===== src/rtl/mul_iter_unit.sv =====
// Iterative radix-2 shift-add multiplier for RV32M MUL/MULH/MULHSU/MULHU.
// One FA_32bit adder is reused across 32 CALC iterations; a FIX cycle applies the sign.

module FA_32bit (
  input  logic [31:0] A,
  input  logic [31:0] B,
  input  logic        Cin,
  output logic [31:0] Sum,
  output logic        Cout
);

  logic [32:0] c;

  assign c[0] = Cin;

  genvar g;
  generate
    for (g = 0; g < 32; g++) begin : g_bit
      assign Sum[g]   = A[g] ^ B[g] ^ c[g];
      assign c[g+1]   = (A[g] & B[g]) | (A[g] & c[g]) | (B[g] & c[g]);
    end
  endgenerate

  assign Cout = c[32];

endmodule

module mul_iter_unit #(
  parameter int XLEN  = 32,
  parameter int CNT_W = 6
) (
  input  logic            i_clk,
  input  logic            i_rst_n,
  input  logic            i_valid,
  output logic            o_ready,
  input  logic [1:0]      i_op,
  input  logic [XLEN-1:0] i_rs1,
  input  logic [XLEN-1:0] i_rs2,
  input  logic            i_kill,
  output logic            o_valid,
  input  logic            i_ready,
  output logic [XLEN-1:0] o_result,
  output logic            o_busy
);

  localparam logic [1:0] OP_MUL    = 2'b00;
  localparam logic [1:0] OP_MULH   = 2'b01;
  localparam logic [1:0] OP_MULHSU = 2'b10;

  typedef enum logic [1:0] {
    IDLE = 2'b00,
    CALC = 2'b01,
    FIX  = 2'b10,
    DONE = 2'b11
  } state_t;

  state_t state, state_n;

  logic [XLEN-1:0]  hi, lo, mcand, result_q;
  logic [CNT_W-1:0] cnt;
  logic [1:0]       op_q;
  logic             neg_q;

  // Unsigned magnitude of an operand; the most negative value maps onto itself.
  function automatic logic [XLEN-1:0] magnitude(input logic signed [XLEN-1:0] x,
                                                input logic is_signed);
    logic signed [XLEN-1:0] neg;
    neg = -x;
    if (is_signed && (x < 0))
      return $unsigned(neg);
    else
      return $unsigned(x);
  endfunction

  function automatic logic [2*XLEN-1:0] twos_neg(input logic [2*XLEN-1:0] v);
    return ~v + {{(2*XLEN-1){1'b0}}, 1'b1};
  endfunction

  logic signed [XLEN-1:0] rs1_s, rs2_s;
  logic                   sgn1, sgn2;
  logic [XLEN-1:0]        mag1, mag2;

  always_comb begin
    rs1_s = i_rs1;
    rs2_s = i_rs2;
    sgn1  = ((i_op == OP_MULH) || (i_op == OP_MULHSU)) && (rs1_s < 0);
    sgn2  = (i_op == OP_MULH) && (rs2_s < 0);
    mag1  = magnitude(rs1_s, (i_op == OP_MULH) || (i_op == OP_MULHSU));
    mag2  = magnitude(rs2_s, (i_op == OP_MULH));
  end

  // Adder stage: accumulate hi with the multiplicand when the current multiplier bit is set.
  logic [XLEN-1:0] fa_a, fa_b, fa_sum;
  logic            fa_cout;

  assign fa_a = hi;
  assign fa_b = lo[0] ? mcand : '0;

  FA_32bit u_fa (
    .A    (fa_a),
    .B    (fa_b),
    .Cin  (1'b0),
    .Sum  (fa_sum),
    .Cout (fa_cout)
  );

  logic [2*XLEN-1:0] prod_fix;

  always_comb begin
    prod_fix = {hi, lo};
    if (neg_q)
      prod_fix = twos_neg({hi, lo});
  end

  always_ff @(posedge i_clk or negedge i_rst_n) begin
    if (!i_rst_n)
      state <= IDLE;
    else
      state <= state_n;
  end

  always_comb begin
    state_n = state;
    if (i_kill) begin
      state_n = IDLE;
    end else begin
      unique case (state)
        IDLE: if (i_valid) state_n = CALC;
        CALC: if (cnt == CNT_W'(XLEN-1)) state_n = FIX;
        FIX:  state_n = DONE;
        DONE: if (i_ready) state_n = IDLE;
        default: state_n = IDLE;
      endcase
    end
  end

  // Datapath state; a kill freezes everything so the last result survives the flush.
  always_ff @(posedge i_clk or negedge i_rst_n) begin
    if (!i_rst_n) begin
      hi       <= '0;
      lo       <= '0;
      mcand    <= '0;
      cnt      <= '0;
      op_q     <= '0;
      neg_q    <= 1'b0;
      result_q <= '0;
    end else if (!i_kill) begin
      unique case (state)
        IDLE: begin
          if (i_valid) begin
            op_q  <= i_op;
            mcand <= mag1;
            lo    <= mag2;
            hi    <= '0;
            cnt   <= '0;
            neg_q <= sgn1 ^ sgn2;
          end
        end
        CALC: begin
          {hi, lo} <= {fa_cout, fa_sum, lo[XLEN-1:1]};
          cnt      <= cnt + CNT_W'(1);
        end
        FIX: begin
          {hi, lo} <= prod_fix;
          result_q <= (op_q == OP_MUL) ? prod_fix[XLEN-1:0] : prod_fix[2*XLEN-1:XLEN];
        end
        default: ;
      endcase
    end
  end

  assign o_ready  = (state == IDLE);
  assign o_valid  = (state == DONE);
  assign o_busy   = (state == CALC) || (state == FIX);
  assign o_result = result_q;

endmodule


===== config.mk =====
export PLATFORM = sky130hd
export DESIGN_NAME = mul_iter_unit
export DESIGN_NICKNAME = d
export VERILOG_FILES = /design/src/rtl/mul_iter_unit.sv
export SDC_FILE = /design/constraint.sdc
export NUM_CORES = 1
export LEC_CHECK = 0
export CORE_ASPECT_RATIO = 1.1
export CORE_UTILIZATION = 46
export CTS_CLUSTER_SIZE = 12
export DETAILED_ROUTE_END_ITERATION = 12
export HOLD_SLACK_MARGIN = 0.15
export PLACE_DENSITY = 0.69
export SLEW_MARGIN = 25
export SYNTH_ARGS = -nofsm -noshare
export SYNTH_HDL_FRONTEND = slang
export SYNTH_SLANG_ARGS = --single-unit

===== constraint.sdc =====
create_clock -name i_clk -period 13.4 [get_ports i_clk]
set_clock_uncertainty 0.05 [all_clocks]
set_input_delay 2.01 -clock i_clk [delete_from_list [all_inputs] [get_ports i_clk]]
set_output_delay 2.01 -clock i_clk [all_outputs]
set_load 0.005 [all_outputs]

==> results of run 1 <==
what timing repair did:
action,in CTS,in global routing
gates resized for setup,0,4
setup buffers,0,0
endpoints found under the setup margin,0,1
power by group through the flow:
stage / Sequential, uW / Combinational, uW / Clock (uW)
after CTS: 800 / 1280 / 523
after floorplan: 704 / 905 / 0
after detailed placement: 805 / 1270 / 0
after global placement: 797 / 1250 / 0
final: 808 / 1300 / 523
after global routing: 836 / 1420 / 540
state kept, by name, summed over array words and instances (netlist names):
signal,cells
cnt,6
fa_a,32
lo,32
mcand,32
neg_q,1
o_result,32
op_q,2
state,2
metrics by stage:
stage | setup slack [ns] | util, % | hold slack [ns] | cell area, um^2 | std cells
after global routing | 0.0176 | 55.7 | 0.467 | 12400 | 1596
after CTS | 0.278 | 55.6 | 0.432 | 12300 | 1596
after floorplan | 0.739 | - | 0.392 | 10500 | 1237
after detailed placement | 0.384 | 52.7 | 0.420 | 11700 | 1564
final | 0.377 | 55.7 | 0.425 | 12400 | 1596
after global placement | 0.506 | 52.6 | 0.411 | 11700 | 1564
cells by family after synthesis:
logic type,after synthesis,synth area share (%)
compound gates,386,25.0
flops,139,33.3
simple gates,408,19.1
buf+inv,145,5.36
fa+ha+maj,42,7.25
xor+xnor,99,8.29
mux,18,1.78
cell type report:
class,count,area share (%)
Inverter,53,1.61
Multi-Input combinational cell,953,52.3
Clock buffer,22,3.92
Clock inverter,10,1.32
Tap cell,295,2.99
Timing Repair Buffer,124,9.74
Sequential cell,139,28.2
cell usage in the layout, fill, tap and decap left out, types with 24 or more instances in the layout:
cell type,instances
dfrtp_1,138
nand2_1,118
clkdlybuf4s50_1,104
o21ai_0,98
nor2_1,91
a21oi_1,80
xnor2_1,60
inv_1,53
xor2_1,39
nor3_1,37
nand3_1,36
fa_1,28
o31ai_1,25
or3_1,24
a221oi_1,24
final timing paths:
kind | from | to | slack (ns) | depth (start not counted)
worst max-delay path | fa_a[0] | fa_a[30] | 0.38 | 35
worst min-delay path | mcand[2] | mcand[2] | 0.42 | 2
worst max register to register | fa_a[0] | fa_a[30] | 0.38 | 35
worst min register to register | mcand[2] | mcand[2] | 0.42 | 2
max in group asynchronous | i_rst_n | neg_q | 10.64 | 2
min in group asynchronous | i_rst_n | o_result[11] | 1.52 | 1
routing by layer:
metal  GRT usage, %  up-vias
met4           10.3        0
met5              0        -
met1           40.1     4879
met2           45.8      493
met3           5.46       71
li1               -     4673
worst max-delay path, delay by kind of cell, from the launching register on:
family | cells | cell delay (ns)
DFF | 1 | 0.48
adders and majority gates | 32 | 12.11
buffers and inverters | 1 | 0.05
AOI/OAI and AO/OA | 2 | 0.19
==> reports/metrics.yaml, run 1 <==
run_status:
  status: "finished clean"
final_layout:
  multi_input_area_mm2: 0.00645
  syn2layout_area_growth_pct: 18.1
  nFillCells: 2029
  fin_nets: 1401
  drive_above_1_share_pct: 6.30
  antenna_cells_inserted: 0
  seqCellArea_mm2: 0.00348
sta:
  hold_viol_final: 0
  setup_violations: 0
  period_share_pct: 97.2
  maxSlewHeadroom_pct: 34.8
  rsz0062_at_grt: "no"
  fmax_ghz: 0.0768
  slew_violations: 0
  tightest_slew_ns: 0.974
  period_needed_ns: 13.02
  tns_ns: 0
drt:
  viasPerCell: 6.34
  detail-route-antenna-nets: 0
  drt-met1-wl_um: 14300
  routed_wl_um: 33100
  drt_iter0_drc: 1084
  top_layer_used: "met4"
  drc: 0
  via_count: 10100
  dr.pass1.iters: 8
  dr_wl_met2_um: 15200
  wl_per_cell_um: 20.7
  dr_wl_met3_um: 2670
power_and_ir_drop:
  total_power_uw: 2630
  p_switching_uw: 1200
  peakVddDrop_uv: 104
  pwr-share-seq_pct: 30.7
  powerDensity_mw_per_mm2: 213
  intPower_uw: 1430
  p_clk_share_pct: 19.9
  swShare_pct: 45.5
  leakage_uw: 0.00467
  combPwrFrac_pct: 49.4
floorplan:
  die_h_um: 160
  fp-row-count: 57
  pin_count: 106
  coreArea_mm2: 0.0222
  die-area_mm2: 0.0233
  initial_core_util_pct: 47.1
  die-width_um: 146
synth:
  synth_commonest_cells: "139 x dfrtp_1, 119 x nand2_1, 98 x o21ai_0, 92 x nor2_1, 80 x a21oi_1"
  yosysWarnings: 0
  async_reset_ff_share_pct: 100
  synth_cells: 1237
  synth_top_area_share_pct: 33.3
  ys_types: 66
  synth.most_common_cell: "dfrtp_1"
  synth_ff_type: "dfrtp_1"
  synth_edf_count: 0
  syn_area_per_cell_um2: 8.45
  synth.cell_area_mm2: 0.0105
  ys_seq_area_share_pct: 33.3
  syn-num-nets: 1350
  synth_top_cells_by_area: "dfrtp_1 33%, fa_1 5.9%, xnor2_1 5.0%, o21ai_0 4.7%, nand2_1 4.3%"
  yosysTopAreaCell: "dfrtp_1"
  synth-seq-cells: 139
worst_setup_path:
  start_kind: "flop"
  max_stage_delay_ns: 0.49
  arrival_ns: 13.28
  path_class: "reg -> reg"
  cp_slowest_cell: "fa_1"
  crit_path_max_fanout: 8
  required_ns: 13.66
  crit_path_end_kind: "flop"
  crit_top_cell: "fa_1"
flow_run:
  drv_cap: 0
grt:
  antenna_found_initial: 0
  grt_max_degree: 83
  grtUsageTotal_pct: 29.2
  first_global_vias: 9854
  overflow: 0
  grt_pass1_wl_um: 53900
place:
  dp_hpwl_um: 23300
  gp_congestion: 0.889
  port_buffers: 105
clocking:
  cts_max_level: 4
  hold_buffers: 0
  insertion_delay_ns: 0.44
  path_clk_slew_ns: 0.06
  clock_sinks: 139
  cts_buffer_depth: 2
  cts_root_buf: "clkbuf_16"
  cts_buffers: 17
  cts_tree: "done"
worst_hold_path:
  hp-class: "reg -> reg"
No activity file was read; power rests on OpenSTA's default activity.
==> run 2, diff against run 1 <==
--- a/config.mk
+++ b/config.mk
@@ -11,6 +11,7 @@
 export DETAILED_ROUTE_END_ITERATION = 12
 export HOLD_SLACK_MARGIN = 0.15
 export PLACE_DENSITY = 0.69
+export SETUP_SLACK_MARGIN = 0.02
 export SLEW_MARGIN = 25
 export SYNTH_ARGS = -nofsm -noshare
 export SYNTH_HDL_FRONTEND = slang
==> results of run 2 <==
Same layout as run 1: the final DEF is identical, and so are final timing and power.
==> run 3, diff against run 2 <==
--- a/config.mk
+++ b/config.mk
@@ -7,7 +7,8 @@
 export LEC_CHECK = 0
 export CORE_ASPECT_RATIO = 1.1
 export CORE_UTILIZATION = 46
-export CTS_CLUSTER_SIZE = 12
+export CTS_CLUSTER_DIAMETER = 30
+export CTS_CLUSTER_SIZE = 10
 export DETAILED_ROUTE_END_ITERATION = 12
 export HOLD_SLACK_MARGIN = 0.15
 export PLACE_DENSITY = 0.69
@@ -16,3 +17,4 @@
 export SYNTH_ARGS = -nofsm -noshare
 export SYNTH_HDL_FRONTEND = slang
 export SYNTH_SLANG_ARGS = --single-unit
+export TNS_END_PERCENT = 100
==> results of run 3 <==
Same layout as run 1: the final DEF is identical, and so are final timing and power.
